**config.mk**
```make
export PLATFORM = sky130hd
export DESIGN_NAME = data_cache_ctrl
export DESIGN_NICKNAME = d
export VERILOG_FILES = /design/src/rtl/data_cache_ctrl.sv
export SDC_FILE = /design/constraint.sdc
export NUM_CORES = 1
export LEC_CHECK = 0
export ABC_CLOCK_PERIOD_IN_PS = 7050
export CAP_MARGIN = 15
export CORE_MARGIN = 2
export CORE_UTILIZATION = 24
export CTS_BUF_LIST = sky130_fd_sc_hd__clkbuf_8
export CTS_CLUSTER_SIZE = 28
export DETAILED_ROUTE_END_ITERATION = 8
export HOLD_SLACK_MARGIN = 0.06
export SLEW_MARGIN = 20
export SYNTH_ARGS = -nofsm -noshare
export SYNTH_HDL_FRONTEND = slang
export SYNTH_SLANG_ARGS = --single-unit
```
**constraint.sdc**
```tcl
create_clock -name CLK -period 7.05 [get_ports CLK]
set_clock_uncertainty 0.2 [all_clocks]
set_input_delay 1.0575 -clock CLK [delete_from_list [all_inputs] [get_ports CLK]]
set_output_delay 1.0575 -clock CLK [all_outputs]
set_load 0.05 [all_outputs]
```
**src/rtl/data_cache_ctrl.sv**
```systemverilog
// data_cache_ctrl: direct-mapped, write-back, write-allocate data cache between an 8-bit
// CPU load/store port and a 32-bit-block data memory.
//
// Ports:
//   CLK, RESET            clock and synchronous active-high reset
//   READ, WRITE           CPU load / store request (both high is a store)
//   ADDRESS               CPU byte address {tag, index, offset}
//   WRITEDATA, READDATA   CPU store byte / load byte
//   BUSYWAIT              stall to CPU
//   MEM_READ, MEM_WRITE   block fetch / write-back strobes to memory
//   MEM_ADDRESS           block address {tag, index}
//   MEM_WRITEDATA         block being written back (byte0 in [7:0])
//   MEM_READDATA          block returned by memory (byte0 in [7:0])
//   MEM_BUSYWAIT          memory busy
module data_cache_ctrl #(
    parameter int unsigned INDEX_BITS = 3
) (
    input  logic        CLK,
    input  logic        RESET,
    input  logic        READ,
    input  logic        WRITE,
    input  logic [7:0]  ADDRESS,
    input  logic [7:0]  WRITEDATA,
    output logic [7:0]  READDATA,
    output logic        BUSYWAIT,
    output logic        MEM_READ,
    output logic        MEM_WRITE,
    output logic [5:0]  MEM_ADDRESS,
    output logic [31:0] MEM_WRITEDATA,
    input  logic [31:0] MEM_READDATA,
    input  logic        MEM_BUSYWAIT
);

    localparam int unsigned NumLines = 1 << INDEX_BITS;
    localparam int unsigned TagBits  = 8 - INDEX_BITS - 2;

    typedef enum logic [1:0] {
        StIdle,
        StWriteback,
        StFetch
    } state_e;

    state_e state_q, state_d;

    // Data and tag arrays are deliberately not reset; valid/dirty gate their use.
    logic [31:0]         data_q  [NumLines];
    logic [TagBits-1:0]  tag_q   [NumLines];
    logic [NumLines-1:0] valid_q;
    logic [NumLines-1:0] dirty_q;

    logic [INDEX_BITS-1:0] index;
    logic [TagBits-1:0]    tag;
    logic [1:0]            offset;
    logic [31:0]           line;
    logic                  access;
    logic                  hit;

    assign index  = ADDRESS[INDEX_BITS+1:2];
    assign tag    = ADDRESS[7:INDEX_BITS+2];
    assign offset = ADDRESS[1:0];
    assign line   = data_q[index];
    assign access = READ | WRITE;
    assign hit    = access & valid_q[index] & (tag_q[index] == tag);

    // State register
    always_ff @(posedge CLK) begin
        if (RESET) begin
            state_q <= StIdle;
        end else begin
            state_q <= state_d;
        end
    end

    // Next-state logic
    always_comb begin
        state_d = state_q;
        unique case (state_q)
            StIdle: begin
                if (access && !hit) begin
                    state_d = (valid_q[index] && dirty_q[index]) ? StWriteback : StFetch;
                end
            end
            StWriteback: begin
                if (!MEM_BUSYWAIT) state_d = StFetch;
            end
            StFetch: begin
                if (!MEM_BUSYWAIT) state_d = StIdle;
            end
            default: state_d = StIdle;
        endcase
    end

    // Output logic
    always_comb begin
        BUSYWAIT      = (access & ~hit) | (state_q != StIdle);
        READDATA      = '0;
        MEM_READ      = 1'b0;
        MEM_WRITE     = 1'b0;
        MEM_ADDRESS   = '0;
        MEM_WRITEDATA = '0;
        // A simultaneous READ and WRITE is a store, so no load data is returned.
        if (READ && !WRITE && hit) begin
            READDATA = line[{offset, 3'b000} +: 8];
        end
        unique case (state_q)
            StWriteback: begin
                MEM_WRITE     = 1'b1;
                MEM_ADDRESS   = {tag_q[index], index};
                MEM_WRITEDATA = line;
            end
            StFetch: begin
                MEM_READ    = 1'b1;
                MEM_ADDRESS = ADDRESS[7:2];
            end
            default: ;
        endcase
    end

    // Line storage: store hits, write-back completion and block fill
    always_ff @(posedge CLK) begin
        if (RESET) begin
            valid_q <= '0;
            dirty_q <= '0;
        end else begin
            if (state_q == StIdle && WRITE && hit) begin
                data_q[index][{offset, 3'b000} +: 8] <= WRITEDATA;
                dirty_q[index]                       <= 1'b1;
            end
            if (state_q == StWriteback && !MEM_BUSYWAIT) begin
                dirty_q[index] <= 1'b0;
            end
            // After the fill the held request hits on the next cycle and completes normally.
            if (state_q == StFetch && !MEM_BUSYWAIT) begin
                data_q[index]  <= MEM_READDATA;
                tag_q[index]   <= tag;
                valid_q[index] <= 1'b1;
                dirty_q[index] <= 1'b0;
            end
        end
    end

endmodule
```
Yosys cells after proc, flatten, opt, wreduce, memory -nomap -nowiden
Memories as Yosys holds them, arrays and structs flattened.
Cells that the tools add are included.

storage, ports and cells
  flip-flop bits (word level) = 18
  memory bits (writable) = 280
  bits of input ports = 53
  output and inout port bits = 49
  word-level logic and storage cells = 134
  memories = 2

memory list
  name    words  bits a word  read ports  clocked after memory_dff  wr ports  RTL line  text
  data_q  8      32           1           0                         1         46        logic [31:0] data_q [NumLines];
  tag_q   8      3            1           0                         1         47        logic [TagBits-1:0] tag_q [NumLines];

operators by class
  add/sub/neg operators = 1
  magnitude comparators = 2
  eq/ne operators = 6
  shift operators = 3
  mux-type cells = 59
  bitwise logic cells = 43
  reduce and logical (&&, ||, !) cells = 15

operators with widths
  kind                                                   count
  2-to-1 mux 32 bit                                      2
  2-to-1 mux 8 bit                                       6
  2-to-1 mux 1 bit                                       42
  bitwise OR 1 bit                                       34
  variable shift 8 x 7 -> 32 bit (first input constant)  1
  indexed part select 32 x 6 -> 8 bit                    1
  indexed part select 8 x 7 -> 32 bit                    1
  AND 8 bit                                              2
  bitwise OR 8 bit                                       2
  case mux 6 bit (2 select lines)                        1
  logical AND 1 bit                                      9
  2-to-1 mux 2 bit                                       4
  inverter 8 bit                                         1
  negation 5 -> 7 bit                                    1
  binary-select mux 1 bit (select 3 bit)                 2
  != test 2 bit (second input constant)                  3
  case mux 2 bit (3 select lines)                        1
  < comparator 3 x 4 -> 1 bit (second input constant)    1
  AND 1 bit                                              3
  demux 1 bit (select 3 bit)                             1
  == test 3 bit                                          1
  >= comparator 3 x 1 -> 1 bit (second input constant)   1
  logical NOT 1 bit                                      3
  AND reduction 3 bit                                    1
  other kinds (5)                                        5

Logic depth before layout (Yosys ltp)
  depth in word-level cells = 12
  gate-level depth with buffers = 11

Worst setup path after synthesis
Ideal clock, no wire load.

  path kind = input to output
  start = in ADDRESS[2]
  end = out BUSYWAIT
  arrival = 3.413 ns
  required time = 5.793 ns
  path slack = 2.379 ns
  stages = 9
  path through = buf_6 -> buf_6 -> mux2i_1 -> o22ai_1 -> nor2_2 -> xnor2_1 -> clkbuf_1 -> nor3_1 -> o21ai_0

on the way
  cells in the longest elaborated chain, start to end = 7
  elaborated cells between the ends (all ways) = 9

ends and longest elaborated chain
  item                                                        RTL line  text
  start, declared                                             22        input logic [7:0] ADDRESS,
  branches (longest 3 deep; another with memory (8 x 3 bit))  -
  AND 1 bit (*)                                               63        assign hit = access & valid_q[index] & (tag_q[index] == tag);
  inverter 1 bit (*)                                          95        BUSYWAIT = (access & ~hit) | (state_q != StIdle);
  AND 1 bit (*)                                               95
  bitwise OR 1 bit (*)                                        95
  end, declared                                               25        output logic BUSYWAIT,

Mark *: on every way between the ends. The select of a mux whose other input is x is not followed.

Final worst setup path
  start = in ADDRESS[2]
  end = out READDATA[7]

on the way
  cells in the longest elaborated chain, start to end = 6
  elaborated cells between the ends (all ways) = 10

ends and longest elaborated chain
  item                                                         RTL line  text
  branches (longest 5 deep; another with memory (8 x 32 bit))  -
  2-to-1 mux 8 bit (*)                                         102       if (READ && !WRITE && hit) begin
  end, declared                                                24        output logic [7:0] READDATA,

Marked as above.

==> impl_metrics.json <==
{
  "area_growth_pct": 21.3,
  "ys_top_cells_by_area": "edfxtp_1 (65%), mux4_2 (5.1%), mux2i_1 (3.7%)",
  "drive_gt1_frac": 0.168,
  "crit_type": "in2out",
  "finalWirelength_mm": 39.8,
  "diodes": 0,
  "max_slew_margin": 0.258,
  "dr_wl_met3_mm": 4.78,
  "grt_usage": 0.141,
  "clock-root-buffer": "clkbuf_8",
  "die-area_sq_um": 55400,
  "rsz0062_at_grt": "no",
  "syn_inst": 846,
  "clk_pin_slew_worst_paths_ns": 0.07,
  "synth_seq_cells": 298,
  "fillCellCount": 5316,
  "ant_nets": 0,
  "peakVddDrop_uv": 127,
  "drt-met1-wl_mm": 17.8,
  "arrival_ns": 4.65,
  "regArea_sq_um": 8770,
  "fin_crit_sh": 0.838,
  "grt_pass1_vias": 8468,
  "final.setup.worst_slack_ns": 1.14,
  "top_layer": "met4",
  "drt_pass1_iterations": 5,
  "multiInputGateArea_sq_um": 3700,
  "port_buffers": 101,
  "max_freq_ghz": 0.169,
  "ys.warnings.count": 0,
  "yosysSeqAreaShare": 0.683,
  "cts_tree": "built",
  "yosysMostFrequentCell": "edfxtp_1",
  "min_period_ns": 5.91,
  "synthDistinctLibCells": 58,
  "hold_buffers": 0,
  "async_reset_ff_frac": 0,
  "cts.sinks": 298,
  "powerDensity_nw_per_um2": 234,
  "finalMaxSlewViolations": 0,
  "leakage_uw": 0.00503,
  "hold_path.class": "reg2reg",
  "antenna_found_initial": 1,
  "grt_max_degree": 36,
  "grt_pass1_wl_mm": 57.8,
  "synth_fp_nets": 907,
  "hpwl_mm": 27.5,
  "hold_viol": 0,
  "num_io_pins": 102,
  "syn_area_sq_um": 12800,
  "fp-row-count": 84,
  "dp_slack_ns": 1.07,
  "ctsResizeCount": 0,
  "syn_area_per_cell_sq_um": 15.2,
  "cp.required_ns": 5.79,
  "drt_iter0_markers": 1005,
  "synth_flop_cell": "edfxtp_1",
  "setup_viol": 0,
  "max-cap-violations": 0,
  "drcViolationCount": 0,
  "cts_setup_buffers": 0,
  "viasPerCell": 5.04,
  "core_area_sq_um": 52800,
  "outcome": "finished clean",
  "fin_nets": 1045,
  "ys_top_cells_by_count": "edfxtp_1 (280), nor2_1 (71), a21oi_1 (49)",
  "htree_levels": 2,
  "clock_path_buffers": 3,
  "finalSetupTns_ns": 0,
  "cts_buffers": 47,
  "wl_per_cell_um": 23.3,
  "die_x_um": 235,
  "worst_pin_slew_ns": 1.11,
  "crit_fanout": 34,
  "die_h_um": 235,
  "start_util": 0.243,
  "wl_met2_mm": 16.3,
  "overflow": 0,
  "synth_enable_flop_cells": 280,
  "cp-end-kind": "output pin",
  "insertion_delay_ns": 0.57,
  "start_kind": "primary input",
  "yosysTopAreaCellShare": 0.655,
  "vias": 8615,
  "synth_area_leader_cell": "edfxtp_1",
  "globalplace.congestion": 0.835
}
-- routing by layer --
| layer | vias up | global-route usage |
|---|---|---|
| met3 | 70 | 0.0398 |
| met5 | - | 0 |
| met2 | 526 | 0.196 |
| met4 | 0 | 0.0376 |
| li1 | 3665 | - |
| met1 | 4354 | 0.212 |
-- worst paths after layout --
| kind | startpoint | to | slack (ns) | cells after the start |
|---|---|---|---|---|
| max | ADDRESS[2] | READDATA[7] | 1.14 | 9 |
| min reg2reg | flip-flop | flip-flop | 0.27 | 1 |
| max reg2reg | tag_q[6][1] | data_q[1][27] | 3.21 | 6 |
| min | flip-flop | flip-flop | 0.27 | 1 |
-- cell families (layout without fill, tap and decap cells) --
group | Yosys count | after routing | synth area share
compound gates | 204 | 204 | 0.113
xor+xnor | 2 | 2 | 0.00136
fa+ha+maj | 8 | 8 | 0.00780
buf+inv | 77 | 251 | 0.0287
flops | 298 | 298 | 0.683
mux | 97 | 97 | 0.106
simple gates | 160 | 160 | 0.0606
-- where the power goes --
part / leakage, uW / switching [uW] / internal, uW
Sequential: 0.00264 / 3.78 / 1960
Clock: 0.000477 / 687 / 627
Combinational: 0.00191 / 241 / 127
Total: 0.00503 / 932 / 2710
-- cells in the final DEF (no fill, tap or decap), drive strengths merged, types with 2 or more instances in the layout --
| cell type | instances |
|---|---|
| a21o | 2 |
| a21oi | 49 |
| a221o | 2 |
| a221oi | 23 |
| a22o | 41 |
| a22oi | 21 |
| a31oi | 6 |
| and2 | 10 |
| and3 | 5 |
| buf | 52 |
| clkbuf | 47 |
| clkdlybuf4s50 | 98 |
| clkinv | 26 |
| dfxtp | 18 |
| edfxtp | 280 |
| ha | 8 |
| inv | 27 |
| mux2 | 21 |
| mux2i | 47 |
| mux4 | 29 |
| nand2 | 25 |
| nand2b | 3 |
| nand3 | 9 |
| nand4b | 4 |
| nor2 | 73 |
| nor2b | 10 |
| nor4 | 9 |
| o21a | 8 |
| o21ai | 10 |
| o22a | 4 |
| o22ai | 26 |
| o32ai | 2 |
| or2 | 2 |
| or4 | 4 |
-- registers in the layout, indices dropped and copies added (netlist names), named ones only --
name	flops
state_q	2
tag_q	24
valid_q	8
data_q	256
-- metrics by stage --
| stage | total power [uW] | util | area [sq um] | std cells | hold WS, ns |
|---|---|---|---|---|---|
| after floorplan | 2200 | - | 12800 | 846 | 0.235 |
| after global placement | 2360 | 0.280 | 14800 | 1623 | 0.247 |
| after detailed placement | 2360 | 0.280 | 14800 | 1623 | 0.253 |
| after CTS | 3650 | 0.295 | 15600 | 1708 | 0.268 |
| after global routing | 3750 | 0.295 | 15600 | 1708 | 0.294 |
| final | 3640 | 0.295 | 15600 | 1708 | 0.268 |
-- worst max-delay path: stages --
cell             delay (ns)
buf_4                  0.41
buf_4                  0.44
nor2b_1                0.62
a22oi_1                0.19
a21oi_1                0.30
nor2_1                 0.13
mux4_2                 0.48
nor2_1                 0.14
clkdlybuf4s50_1        0.84
-- layout make-up --
| type | instances | area share |
|---|---|---|
| Inverter | 16 | 0.00386 |
| Clock buffer | 47 | 0.0415 |
| Multi-Input combinational cell | 471 | 0.238 |
| Tap cell | 688 | 0.0553 |
| Clock inverter | 38 | 0.0108 |
| Timing Repair Buffer | 150 | 0.0877 |
| Sequential cell | 298 | 0.563 |
Power figures use the tool's default switching activity.
==> RTL edit 1, RTL diff (same settings) <==
Re-encode `state_e` (3 states) as one-hot, 3 bits wide.
--- a/src/rtl/data_cache_ctrl.sv
+++ b/src/rtl/data_cache_ctrl.sv
@@ -36,6 +36,6 @@
 
-    typedef enum logic [1:0] {
-        StIdle,
-        StWriteback,
-        StFetch
+    typedef enum logic [2:0] {
+        StIdle      = 3'b001,
+        StWriteback = 3'b010,
+        StFetch     = 3'b100
     } state_e;
Formal check against the unedited RTL: no difference found for any inputs over 4 cycles, from zero or initial values and one cycle with RESET high; so few cycles prove little.
==> RTL edit 1 against the unedited design <==
  * Worst setup slack got worse by 0.68 ns
  * Design area up 0.83%
  * Area after synthesis increased by 2.1%
  * Worst hold slack gained 0.0044 ns
  * Sequential cell count rose by 1
  * Routed wire length increased by 4.0%
  * Count of clock-buffer cells in the layout grew 6
  * Total power increased by 0.28%
  * Register-to-register slack improved by 0.41 ns
  * Die area up 2.0%
  * Largest cell class unchanged
==> RTL edit 1: results (changes against the unedited design) <==
{| class="wikitable"
! Metric !! Value
|-
| Arrival time at the worst endpoint || 5.33 ns (was 4.65 ns)
|-
| Sinks on Clock Net || 299 (was 298)
|-
| Part of the Yosys area used for sequential elements || 67.1% (was 68.3%)
|-
| Via count of the first global-routing pass || 8,728 (was 8,468)
|-
| Worst skew pair latency || 0.59 ns (was 0.57 ns)
|-
| Weighted congestion reported at the end of routability-driven placement || 0.864 (was 0.835)
|-
| Fraction of standard cell area that is sequential || 56.0% (was 56.3%)
|-
| Gate count of the mapped netlist || 883 (was 846)
|-
| Static leakage || 5.30 nW (was 5.03 nW)
|-
| Reg2Reg Launch Point || state_q[2] (was tag_q[6][1])
|-
| Inverter count of the layout excluding clock inverters || 22 (was 16)
|-
| Layout multi-input combinational cell count || 507 (was 471)
|-
| GR Util All Layers || 14.4% (was 14.1%)
|-
| Setup slack on the worst flop-to-flop path || 3.62 ns (was 3.21 ns)
|-
| IR drop worst, VDD || 0.117 mV (was 0.127 mV)
|-
| Total non-filler cell area in the finished layout || 15,700 um2 (was 15,600 um2)
|-
| Fmax || 152 MHz (was 169 MHz)
|-
| Non-clock buffer share || 7.51% (was 8.77%)
|-
| Area after detailed placement || 14,800 um2 (about the same)
|-
| Largest incremental delay on the critical path || 0.97 ns (was 0.84 ns)
|-
| Final-layout clock-cell area share || 5.75% (was 5.24%)
|-
| Met1 global-route usage || 21.6% (was 21.2%)
|-
| Clock-net power || 1.43 mW (was 1.31 mW)
|-
| Global-route wire length before repair || 59.7 mm (was 57.8 mm)
|-
| Highest metal layer with signal wires || met5 (was met4)
|-
| Number of cells traversed by the worst register-to-register path || 5 (was 6)
|-
| Leading cell types by total area after synthesis || sky130_fd_sc_hd__edfxtp_1, sky130_fd_sc_hd__mux4_2, sky130_fd_sc_hd__dfxtp_1 (was sky130_fd_sc_hd__edfxtp_1, sky130_fd_sc_hd__mux4_2, sky130_fd_sc_hd__mux2i_1)
|-
| Initial antenna violation count || 0 (was 1)
|-
| Worst Path Max Fanout || 31 (was 34)
|-
| Run status || completed (unchanged)
|-
| Met1 Wirelength || 18.5 mm (was 17.8 mm)
|-
| Syn Nets || 941 (was 907)
|-
| Worst slack on hold paths || 0.272 ns (was 0.268 ns)
|-
| Setup slack at placement || 0.734 ns (was 1.07 ns)
|-
| Fraction of synthesized area in multiplexers || 10.7% (was 10.6%)
|-
| Cell type group with the largest total delay on the critical path || simple AND/OR/NAND/NOR gates (was buffers and inverters)
|-
| Met2 WL post-DR || 16.8 mm (was 16.3 mm)
|-
| Post-Synth XOR/XNOR Area || 0% (was 0.136%)
|-
| Net total in the final layout || 1,059 (was 1,045)
|-
| Met2 layer usage reported by global route || 19.3% (was 19.6%)
|-
| Grt met3 use || 5.17% (was 3.98%)
|}
==> RTL edit 1: cell count changes after synthesis, moves of 8 or more <==
cell | before | now
sky130_fd_sc_hd__nand2_1 | 25 | 93
sky130_fd_sc_hd__a22o_1 | 41 | 12
sky130_fd_sc_hd__nand3_1 | 9 | 35
sky130_fd_sc_hd__nor2_1 | 71 | 46
sky130_fd_sc_hd__mux2i_1 | 47 | 36
sky130_fd_sc_hd__nor3_1 | 1 | 10
sky130_fd_sc_hd__clkbuf_1 | 29 | 21
sky130_fd_sc_hd__o21a_1 | 8 | 0
==> RTL edit 1: worst max path at each step <==
stage	endpoint	slack, ns	cells after the start	start
4_1_cts	READDATA[5]	0.71	7	ADDRESS[3]
6_report	READDATA[6]	0.46	7	ADDRESS[3]
3_3_place_gp	READDATA[5]	0.81	7	ADDRESS[3]
5_1_grt	READDATA[6]	0.45	7	ADDRESS[3]
3_5_place_dp	READDATA[5]	0.73	7	ADDRESS[3]
2_1_floorplan	READDATA[4]	1.89	9	ADDRESS[2]
==> RTL edit 2, RTL diff (config.mk and constraints unchanged) <==
Made on the original files. Set the parameter `INDEX_BITS` to 4 (it was 3).
--- a/src/rtl/data_cache_ctrl.sv
+++ b/src/rtl/data_cache_ctrl.sv
@@ -15,3 +15,3 @@
 module data_cache_ctrl #(
-    parameter int unsigned INDEX_BITS = 3
+    parameter int unsigned INDEX_BITS = 4
 ) (
Check against the original RTL: not settled (the Yosys comparison gave no result); the edit may change what the design does.
==> RTL edit 2 against the unedited design <==
  * Design area is 81% higher
  * Via count rose by 50%
  * Combinational power grew 31%
  * Count of clock-buffer cells in the layout is 44 higher
  * Worst setup slack better by 0.042 ns
  * Sequential cell count increased by 280
  * Worst hold slack lost 0.013 ns
  * Routed wire length rose by 66%
  * Utilization is 0.91 points lower
  * Total power rose by 86%
  * Area after synthesis rose by 85%
  * Critical endpoint is now READDATA[6]
  * Largest power group unchanged
==> RTL edit 2: results (changes against the unedited design) <==
{| class="wikitable"
! Metric !! Value
|-
| Drt first-iter violations || 1,357 (was 1,005)
|-
| Run status || completed (unchanged)
|-
| Fraction of the mapped netlist area in adder cells || 0.421% (was 0.780%)
|-
| Share of the synthesized area in compound gates (AO/OA/AOI/OAI) || 5.47% (was 11.3%)
|-
| Worst slack on hold paths || 0.255 ns (was 0.268 ns)
|-
| Fmax || 170 MHz (was 169 MHz)
|-
| Cts bufs inserted || 88 (was 47)
|-
| List of most frequent post-synthesis cells || sky130_fd_sc_hd__edfxtp_1, sky130_fd_sc_hd__mux4_2, sky130_fd_sc_hd__a21oi_1 (was sky130_fd_sc_hd__edfxtp_1, sky130_fd_sc_hd__nor2_1, sky130_fd_sc_hd__a21oi_1)
|-
| Capture instance of the worst register-to-register path || data_q[7][10] (was data_q[1][27])
|-
| Net total in the final layout || 1,434 (was 1,045)
|-
| Global-route wire length before repair || 93.8 mm (was 57.8 mm)
|-
| Post-Synth XOR/XNOR Area || 0.0368% (was 0.136%)
|-
| Half-perimeter wire length after placement || 44.1 mm (was 27.5 mm)
|-
| Reg2Reg Launch Point || tag_q[4][1] (was tag_q[6][1])
|-
| Syn Nets || 1,260 (was 907)
|-
| Worst skew pair latency || 0.68 ns (was 0.57 ns)
|-
| Leading cell types by total area after synthesis || sky130_fd_sc_hd__edfxtp_1, sky130_fd_sc_hd__mux4_2, sky130_fd_sc_hd__dfxtp_1 (was sky130_fd_sc_hd__edfxtp_1, sky130_fd_sc_hd__mux4_2, sky130_fd_sc_hd__mux2i_1)
|-
| Static leakage || 9.17 nW (was 5.03 nW)
|-
| Met2 layer usage reported by global route || 18.3% (was 19.6%)
|-
| Weighted congestion reported at the end of routability-driven placement || 0.791 (was 0.835)
|-
| Met1 Wirelength || 28.1 mm (was 17.8 mm)
|-
| Largest incremental delay on the critical path || 0.72 ns (was 0.84 ns)
|-
| Maximum number of pins on one net before global-route repair || 81 (was 36)
|-
| Via count of the first global-routing pass || 13,100 (was 8,468)
|-
| Setup slack on the worst flop-to-flop path || 3.12 ns (was 3.21 ns)
|-
| Grt met3 use || 6.07% (was 3.98%)
|-
| H-tree levels || 3 (was 2)
|-
| Registers with the highest flip-flop counts || data_q: 512 flops, tag_q: 32 flops, valid_q: 16 flops (was data_q: 256 flops, tag_q: 24 flops, valid_q: 8 flops)
|-
| Worst slew margin relative to its limit || 25.5% (was 25.8%)
|-
| GR Util All Layers || 12.9% (was 14.1%)
|-
| Post-synth EDFFs || 544 (was 280)
|-
| Arrival time at the worst endpoint || 4.61 ns (was 4.65 ns)
|-
| Synth unique cells || 45 (was 58)
|}
==> RTL edit 2: report_power, final <==
part           switching [mW]  internal [mW]  total [mW]  leakage [nW]
sequential            0.00272           3.77        3.78          5.48
combinational           0.308          0.173       0.482          2.79
clock                    1.29           1.24        2.53         0.900
total                    1.60           5.18        6.78          9.17
==> RTL edit 2: cell families after synthesis <==
logic type                 count (synthesis)
and+or+nand+nor                          134
adders and majority gates                  8
xor gates and xnor gates                   1
DFF                                      578
muxes                                    194
buffers and inverters                    108
AOI/OAI and AO/OA                        176
==> RTL edit 2: metrics by stage <==
step	std cells	instance area, um2
finish	2730	28100
global route	2727	28100
CTS	2726	28100
detailed placement	2570	26500
global placement	2570	26500
floorplan	1199	23800
==> RTL edit 2: layout make-up <==
type | count | area, um2
multi-input combinational | 513 | 6330
fill | 9635 | 70200
sequential | 578 | 17000
inverter | 27 | 101
clock buffer | 91 | 1250
clock inverter | 65 | 308
antenna | 4 | 10.0
timing repair buffer | 165 | 1490
tap | 1287 | 1610
